[config.mk]
export PLATFORM = sky130hd
export DESIGN_NAME = tdm_rx
export DESIGN_NICKNAME = d
export VERILOG_FILES = /design/src/rtl/tdm_rx.sv
export SDC_FILE = /design/constraint.sdc
export NUM_CORES = 1
export LEC_CHECK = 0
export CAP_MARGIN = 20
export CORE_ASPECT_RATIO = 2
export CORE_MARGIN = 4
export CORE_UTILIZATION = 55
export CTS_BUF_LIST = sky130_fd_sc_hd__clkbuf_4 sky130_fd_sc_hd__clkbuf_8
export CTS_CLUSTER_SIZE = 8
export DETAILED_ROUTE_END_ITERATION = 7
export PLACE_DENSITY = 0.92
export SKIP_CTS_REPAIR_TIMING = 1
export SLEW_MARGIN = 20
export SYNTH_ARGS = -nofsm -noshare
export SYNTH_HDL_FRONTEND = slang
export SYNTH_SLANG_ARGS = --single-unit
[constraint.sdc]
create_clock -name in_mclk -period 4.6 [get_ports in_mclk]
set_clock_uncertainty 0.2 [all_clocks]
set_input_delay 0.46 -clock in_mclk [delete_from_list [all_inputs] [get_ports in_mclk]]
set_output_delay 0.46 -clock in_mclk [all_outputs]
set_load 0.01 [all_outputs]
[src/rtl/tdm_rx.sv]
// rtl/tdm_rx.sv - two-slot TDM serial receiver with frame-sync alignment
//
// Ports:
//   in_mclk          system clock; every register updates on its rising edge
//   in_rst           asynchronous active-high reset
//   in_sclk          TDM bit clock, synchronous to in_mclk, at most in_mclk/2
//   in_fclk          frame sync, high for one sclk period before slot 0
//   in_din           serial data, MSB first, changes on sclk falling edge
//   out_frame_1      slot 0 word (first G_BITS bits after sync)
//   out_frame_2      slot 1 word (next G_BITS bits)
//   out_frame_strobe one-cycle pulse: out_frame_1/2 newly valid
//   out_sync_err     one-cycle pulse: frame sync arrived before frame complete
//   out_locked       high while the receiver is frame-aligned
module tdm_rx #(
    parameter int G_BITS = 16
) (
    input  logic              in_mclk,
    input  logic              in_rst,
    input  logic              in_sclk,
    input  logic              in_fclk,
    input  logic              in_din,
    output logic [G_BITS-1:0] out_frame_1,
    output logic [G_BITS-1:0] out_frame_2,
    output logic              out_frame_strobe,
    output logic              out_sync_err,
    output logic              out_locked
);

    localparam int FRAME_BITS = 2 * G_BITS;
    // Must hold FRAME_BITS itself, since "counter == FRAME_BITS" marks a full frame.
    localparam int CNT_W      = $clog2(FRAME_BITS + 1);

    typedef enum logic [1:0] {
        ST_HUNT  = 2'd0,
        ST_SHIFT = 2'd1,
        ST_WAIT  = 2'd2
    } state_t;

    state_t                  state;
    logic [CNT_W-1:0]        bit_cnt;
    logic [FRAME_BITS-1:0]   shift_reg;

    // Capture stage: the bus pins are sampled once, then sclk is delayed once
    // more so its rising edge can be found without a second clock domain.
    logic sclk_q;
    logic sclk_prev;
    logic fclk_q;
    logic din_q;
    logic sclk_edge;

    assign sclk_edge = sclk_q & ~sclk_prev;

    always_ff @(posedge in_mclk or posedge in_rst) begin
        if (in_rst) begin
            sclk_q    <= 1'b0;
            sclk_prev <= 1'b0;
            fclk_q    <= 1'b0;
            din_q     <= 1'b0;
        end else begin
            sclk_q    <= in_sclk;
            sclk_prev <= sclk_q;
            fclk_q    <= in_fclk;
            din_q     <= in_din;
        end
    end

    always_ff @(posedge in_mclk or posedge in_rst) begin
        if (in_rst) begin
            state            <= ST_HUNT;
            bit_cnt          <= '0;
            shift_reg        <= '0;
            out_frame_1      <= '0;
            out_frame_2      <= '0;
            out_frame_strobe <= 1'b0;
            out_sync_err     <= 1'b0;
            out_locked       <= 1'b0;
        end else begin
            out_frame_strobe <= 1'b0;
            out_sync_err     <= 1'b0;

            case (state)
                ST_HUNT: begin
                    // The bit under the sync pulse is a dummy and is dropped.
                    if (sclk_edge && fclk_q) begin
                        state     <= ST_SHIFT;
                        bit_cnt   <= '0;
                        shift_reg <= '0;
                    end
                end

                ST_SHIFT: begin
                    // The full-frame test runs in the cycle after the last bit
                    // was shifted; sclk is at most mclk/2, so no edge can land
                    // in that same cycle.
                    if (bit_cnt == CNT_W'(FRAME_BITS)) begin
                        out_frame_1      <= shift_reg[FRAME_BITS-1:G_BITS];
                        out_frame_2      <= shift_reg[G_BITS-1:0];
                        out_frame_strobe <= 1'b1;
                        out_locked       <= 1'b1;
                        state            <= ST_WAIT;
                    end else if (sclk_edge) begin
                        if (fclk_q) begin
                            // Early sync: drop the partial frame and realign on
                            // this pulse; published words are left untouched.
                            out_sync_err <= 1'b1;
                            out_locked   <= 1'b0;
                            bit_cnt      <= '0;
                            shift_reg    <= '0;
                        end else begin
                            shift_reg <= {shift_reg[FRAME_BITS-2:0], din_q};
                            bit_cnt   <= bit_cnt + CNT_W'(1);
                        end
                    end
                end

                ST_WAIT: begin
                    // Any slots beyond the second are ignored until next sync.
                    if (sclk_edge && fclk_q) begin
                        state     <= ST_SHIFT;
                        bit_cnt   <= '0;
                        shift_reg <= '0;
                    end
                end

                default: begin
                    state <= ST_HUNT;
                end
            endcase
        end
    end

endmodule

==> results of run 1 <==
[where the power goes]
| group | switching [mW] | internal, mW | leakage [nW] | total [mW] |
|---|---|---|---|---|
| sequential | 0.0186 | 0.709 | 1.09 | 0.728 |
| combinational | 0.0524 | 0.0342 | 0.604 | 0.0866 |
| clock | 0.249 | 0.268 | 0.103 | 0.517 |
| total | 0.320 | 1.01 | 1.79 | 1.33 |
[worst min-delay path by stage]
stage | endpoint | depth (start not counted)
after global placement | sclk_prev$_DFF_PP0_ | 0
after detailed placement | sclk_prev$_DFF_PP0_ | 0
final | sclk_prev$_DFF_PP0_ | 0
after floorplan | sclk_prev$_DFF_PP0_ | 0
after CTS | sclk_prev$_DFF_PP0_ | 0
after global routing | sclk_prev$_DFF_PP0_ | 0
[stage by stage]
stage	cells	util
CTS	301	0.6724
global route	301	0.6727
detailed placement	285	0.6343
global placement	285	0.6343
floorplan	196	-
finish	301	0.6727
[layout make-up]
class,instances,area [um2]
well taps,60,75.07
clock buffers,10,137.6
multi-input cells,102,969.7
clock inverters,6,68.82
flip-flops and latches,79,1977
repair buffers,41,405.4
inverters,3,12.51
fillers,406,1774
[routing by layer]
metal  part of all wire  GRT usage
met5                  0          0
met4              0.022    0.07381
met3              0.047    0.04983
met2               0.51     0.2495
met1               0.42     0.2177
[critical path, stage by stage, from the launching register on]
cell,delay [ns]
dfrtp_1,0.41
inv_1,0.08
ha_1,0.14
nor4b_4,0.34
nand2_2,0.16
nor2_8,0.49
mux2_2,0.40
[cell families after synthesis]
kind of cell	synth area share
flip-flops	0.6405
adder cells (fa/ha/maj)	0.008106
AO/OA/AOI/OAI	0.1301
buffers and inverters	0.04824
AND/OR/NAND/NOR	0.04987
multiplexers	0.1204
XOR/XNOR	0.002838
[layout by cell type (no fill, tap or decap), types with 2 or more instances in the layout]
cell type | synthesis | layout
a22o_1 | 30 | 30
mux2_2 | 6 | 6
nor2_1 | 2 | 2
a21oi_1 | 3 | 3
inv_1 | 3 | 2
buf_4 | 1 | 2
mux2_1 | 27 | 27
a22o_2 | 4 | 4
ha_1 | 2 | 2
clkbuf_8 | 0 | 10
o21ai_0 | 3 | 3
clkinv_2 | 0 | 2
clkdlybuf4s50_1 | 0 | 39
clkinv_4 | 0 | 2
a21o_1 | 3 | 3
dfrtp_1 | 79 | 79
nand2_1 | 4 | 4
nand3_1 | 2 | 2
==> metrics.yaml, run 1 <==
outcome: "complete, no violations"
vias_per_cell: 5.724
slew_headroom: 0.4701
reg2regPathDepth: 6
yosysTopAreaCell: "dfrtp_1"
cts_buffers: 9
synthArstFlopShare: 1.000
numPortBuffers: 39
tns_ns: 0
largest_reg_flops: 32
setup_viol: 0
final_cell_area_um2: 3646
r2r_setup_slack_ns: 2.25
antenna_found_initial: 0
grt_pass1_vias: 1787
clkTransAtPathRegs_ns: 0.08
netlist_top_cells_area: "dfrtp_1 (64%), mux2_1 (9.9%), a22o_1 (8.5%), mux2_2 (2.2%), buf_12 (1.9%)"
rsz0062_at_grt: "false"
synth-edff-count: 0
ys_seq_area_frac: 0.6405
cts_tree: "done"
synthCells: 196
wire_per_inst_um: 16.12
routed_wl_um: 4851
synth_nets: 203
crit_fanout: 35
finalHoldWorstSlack_ns: 0.2573
htree_levels: 3
required_ns: 4.64
track_usage: 0.1654
power.density_nw_per_um2: 365.1
rows: 38
die_h_um: 113.9
maxSlewViolCount: 0
clockBufferDepth: 2
vdd_ir_drop_max_mv: 0.3606
path_class: "reg2reg"
drv_cap: 0
post-route-period-util: 0.5109
arrival_ns: 2.39
setup_ws_ns: 2.250
vias: 1723
die_w_um: 60.97
synth_top_area_share: 0.6405
clkLatencyLatePin_ns: 0.35
synth.most_common_cell: "dfrtp_1"
tightestPinTransition_ns: 0.7939
core-area_um2: 5420
synth_area_um2: 3087
setup.worst_path.end: "out_frame_2[10]$_DFFE_PP0P_"
synth_cell_types: 34
clockRootBuffer: "clkbuf_8"
dp_hpwl_um: 3237
nets: 243
firstDrtPassIters: 4
post_dp_cell_area_um2: 3438
synth_flop_cell: "dfrtp_1"
worstHoldStart: "sclk_q$_DFF_PP0_"
hold_violations: 0
grt_overflow: 0
antennaDiodeCount: 0
min_period_ns: 2.350
p_leak_nw: 1.794
grt_max_degree: 50
fmax_mhz: 425.5
synth_seq_cells: 79
dieArea_um2: 6947
crit_start: "bit_cnt[0]$_DFFE_PP0P_"
worstSetupStartpointType: "flip-flop"
ios: 40
ant_nets: 0
synth_commonest_cells: "dfrtp_1 (79), a22o_1 (30), mux2_1 (27)"
avgSynthCellArea_um2: 15.75
r2r_end: "out_frame_2[10]$_DFFE_PP0P_"
reg2reg_from: "bit_cnt[0]$_DFFE_PP0P_"
synth_warnings: 0
area_delta_synth_final_pct: 18.12
initial_core_util: 0.5695
cts.sink_count: 79
finalPower_mw: 1.331
dp_slack_ns: 1.883
place_congestion: 0.7087
critPathCaptureType: "flip-flop"
drive_gt1_frac: 0.1618
hold_path_class: "reg2reg"
grt_pass1_wl_um: 8521
first_iter_violations: 35
route.detailed.drc: 0
(Power assumes the default switching activity.)
==> run 2: changes to the inputs <==
clock period = 2.2 ns   (was 4.6 ns; I/O delays follow)
==> metrics.yaml, run 2 (synthesized netlist as in run 1, its figures left out) <==
vias: 1770  # was 1723
track_usage: 0.1845  # was 0.1654
worstSetupStartpointType: "flip-flop"  # unchanged
numPortBuffers: 39  # unchanged
p_leak_nw: 1.887  # was 1.794 nW
path_class: "reg2reg"  # unchanged
hold_violations: 0  # unchanged
crit_start: "bit_cnt[0]$_DFFE_PP0P_"  # unchanged
cp_num_buf_inv: 2  # was 1
drive_gt1_frac: 0.1952  # was 0.1618
htree_levels: 3  # unchanged
place_congestion: 0.7192  # was 0.7087
required_ns: 2.24  # was 4.64 ns
arrival_ns: 2.15  # was 2.39 ns
largest_reg_flops: 32  # unchanged
vdd_ir_drop_max_mv: 0.7755  # was 0.3606 mV
cts_tree: "done"  # unchanged
firstDrtPassIters: 4  # unchanged
antennaDiodeCount: 0  # unchanged
cts_buffers: 9  # unchanged
reg2reg_from: "bit_cnt[0]$_DFFE_PP0P_"  # unchanged
core-area_um2: 5420  # unchanged
ant_nets: 0  # unchanged
dp_hpwl_um: 3886  # was 3237 um
wire_per_inst_um: 18.06  # was 16.12 um
route.detailed.drc: 0  # unchanged
crit_fanout: 9  # was 35
maxSlewViolCount: 0  # unchanged
first_iter_violations: 36  # was 35
tightestPinTransition_ns: 0.4726  # was 0.7939 ns
outcome: "complete, no violations"  # unchanged
layout.cells.non_filler: 311  # was 301
r2r_setup_slack_ns: 0.09  # was 2.25 ns
antenna_found_initial: 0  # unchanged
nets: 253  # was 243
reg2regPathDepth: 7  # was 6
ios: 40  # unchanged
layout_commonest_cell: "dfrtp_1"  # unchanged
die_h_um: 113.9  # unchanged
fmax_mhz: 474.3  # was 425.5 MHz
grt_pass1_vias: 1871  # was 1787
crit_family: "simple AND/OR/NAND/NOR gates"  # unchanged
clkTransAtPathRegs_ns: 0.08  # about the same
dp.cells: 291  # was 285
setup_ws_ns: 0.09146  # was 2.250 ns
cpMaxStageDelayCell: "dfrtp_1"  # was nor2_8
n_fill_cell: 371  # was 406
setup_viol: 0  # unchanged
initial_core_util: 0.5695  # unchanged
rows: 38  # unchanged
power.density_nw_per_um2: 789.3  # was 365.1 nW/um2
critPathCaptureType: "flip-flop"  # unchanged
dieArea_um2: 6947  # unchanged
layout_common_cells: "dfrtp_1 (79), clkdlybuf4s50_1 (39), a22o_1 (30)"  # unchanged
grt_pass1_wl_um: 9170  # was 8521 um
grt_overflow: 0  # unchanged
grt_max_degree: 39  # was 50
min_period_ns: 2.109  # was 2.350 ns
routed_wl_um: 5617  # was 4851 um
area_delta_synth_final_pct: 24.56  # was 18.12%
die_w_um: 60.97  # unchanged
hold_path_class: "in2async"  # was reg2reg
clkLatencyLatePin_ns: 0.35  # about the same
r2r_end: "out_frame_2[0]$_DFFE_PP0P_"  # was out_frame_2[10]$_DFFE_PP0P_
dp_slack_ns: 0.08218  # was 1.883 ns
clockBufferDepth: 2  # unchanged
crit_chain: "inv_1 -> ha_1 -> nor4b_4 -> nand2_2 -> nor2_8 -> clkbuf_16 -> mux2_1"  # was inv_1 -> ha_1 -> nor4b_4 -> nand2_2 -> nor2_8 -> mux2_2
drv_cap: 0  # unchanged
slew_headroom: 0.6842  # was 0.4701
vias_per_cell: 5.691  # was 5.724
clockRootBuffer: "clkbuf_8"  # unchanged
post-route-period-util: 0.9584  # was 0.5109
cts.sink_count: 79  # unchanged
max_stage_delay_ns: 0.41  # was 0.49 ns
==> run 2: cell type report <==
cell class | count | area (um2) | area share
inverters | 3 | 15.01 | 0.003905
well taps | 60 | 75.07 | 0.01952
clock buffers | 10 | 137.6 | 0.03580
clock inverters | 6 | 107.6 | 0.02799
multi-input cells | 102 | 972.2 | 0.2528
repair buffers | 51 | 560.5 | 0.1458
flip-flops and latches | 79 | 1977 | 0.5142
==> run 2: metal layers <==
metal / vias to the layer above / GRT usage / wire (um)
met2: 38 / 0.2974 / 3110
met5: - / 0 / 0
met1: 900 / 0.2176 / 2148
met4: 0 / 0.08249 / 122
met3: 11 / 0.06229 / 235
li1: 821 / - / -
==> run 2: worst max-delay path by stage <==
stage	to	slack [ns]	depth (start not counted)
2_1_floorplan	out_frame_1[10]$_DFFE_PP0P_	0.27	7
3_3_place_gp	out_frame_2[12]$_DFFE_PP0P_	0.17	7
3_5_place_dp	out_frame_2[10]$_DFFE_PP0P_	0.08	7
4_1_cts	out_frame_2[10]$_DFFE_PP0P_	0.07	7
5_1_grt	out_frame_1[8]$_DFFE_PP0P_	-0.02	7
6_report	out_frame_2[0]$_DFFE_PP0P_	0.09	7
==> run 2: metrics by stage <==
stage          total power [mW]  TNS [ns]  cell area [um2]    util  hold slack [ns]
6_report                  3.035         0             3845  0.7094          0.03377
5_1_grt                   3.142   -0.1031             3845  0.7094          0.05200
4_1_cts                   3.051         0             3794  0.6999          0.01998
3_5_place_dp              1.763         0             3548  0.6547           0.2558
3_3_place_gp              1.749         0             3548  0.6547           0.2403
2_1_floorplan             1.720         0             3090       -          0.05143
==> run 2: report_power, final <==
group	leakage [nW]	internal, mW	switching (mW)
Combinational	0.678	0.106	0.122
Clock	0.122	0.780	0.504
Sequential	1.09	1.48	0.0403
Total	1.89	2.37	0.666
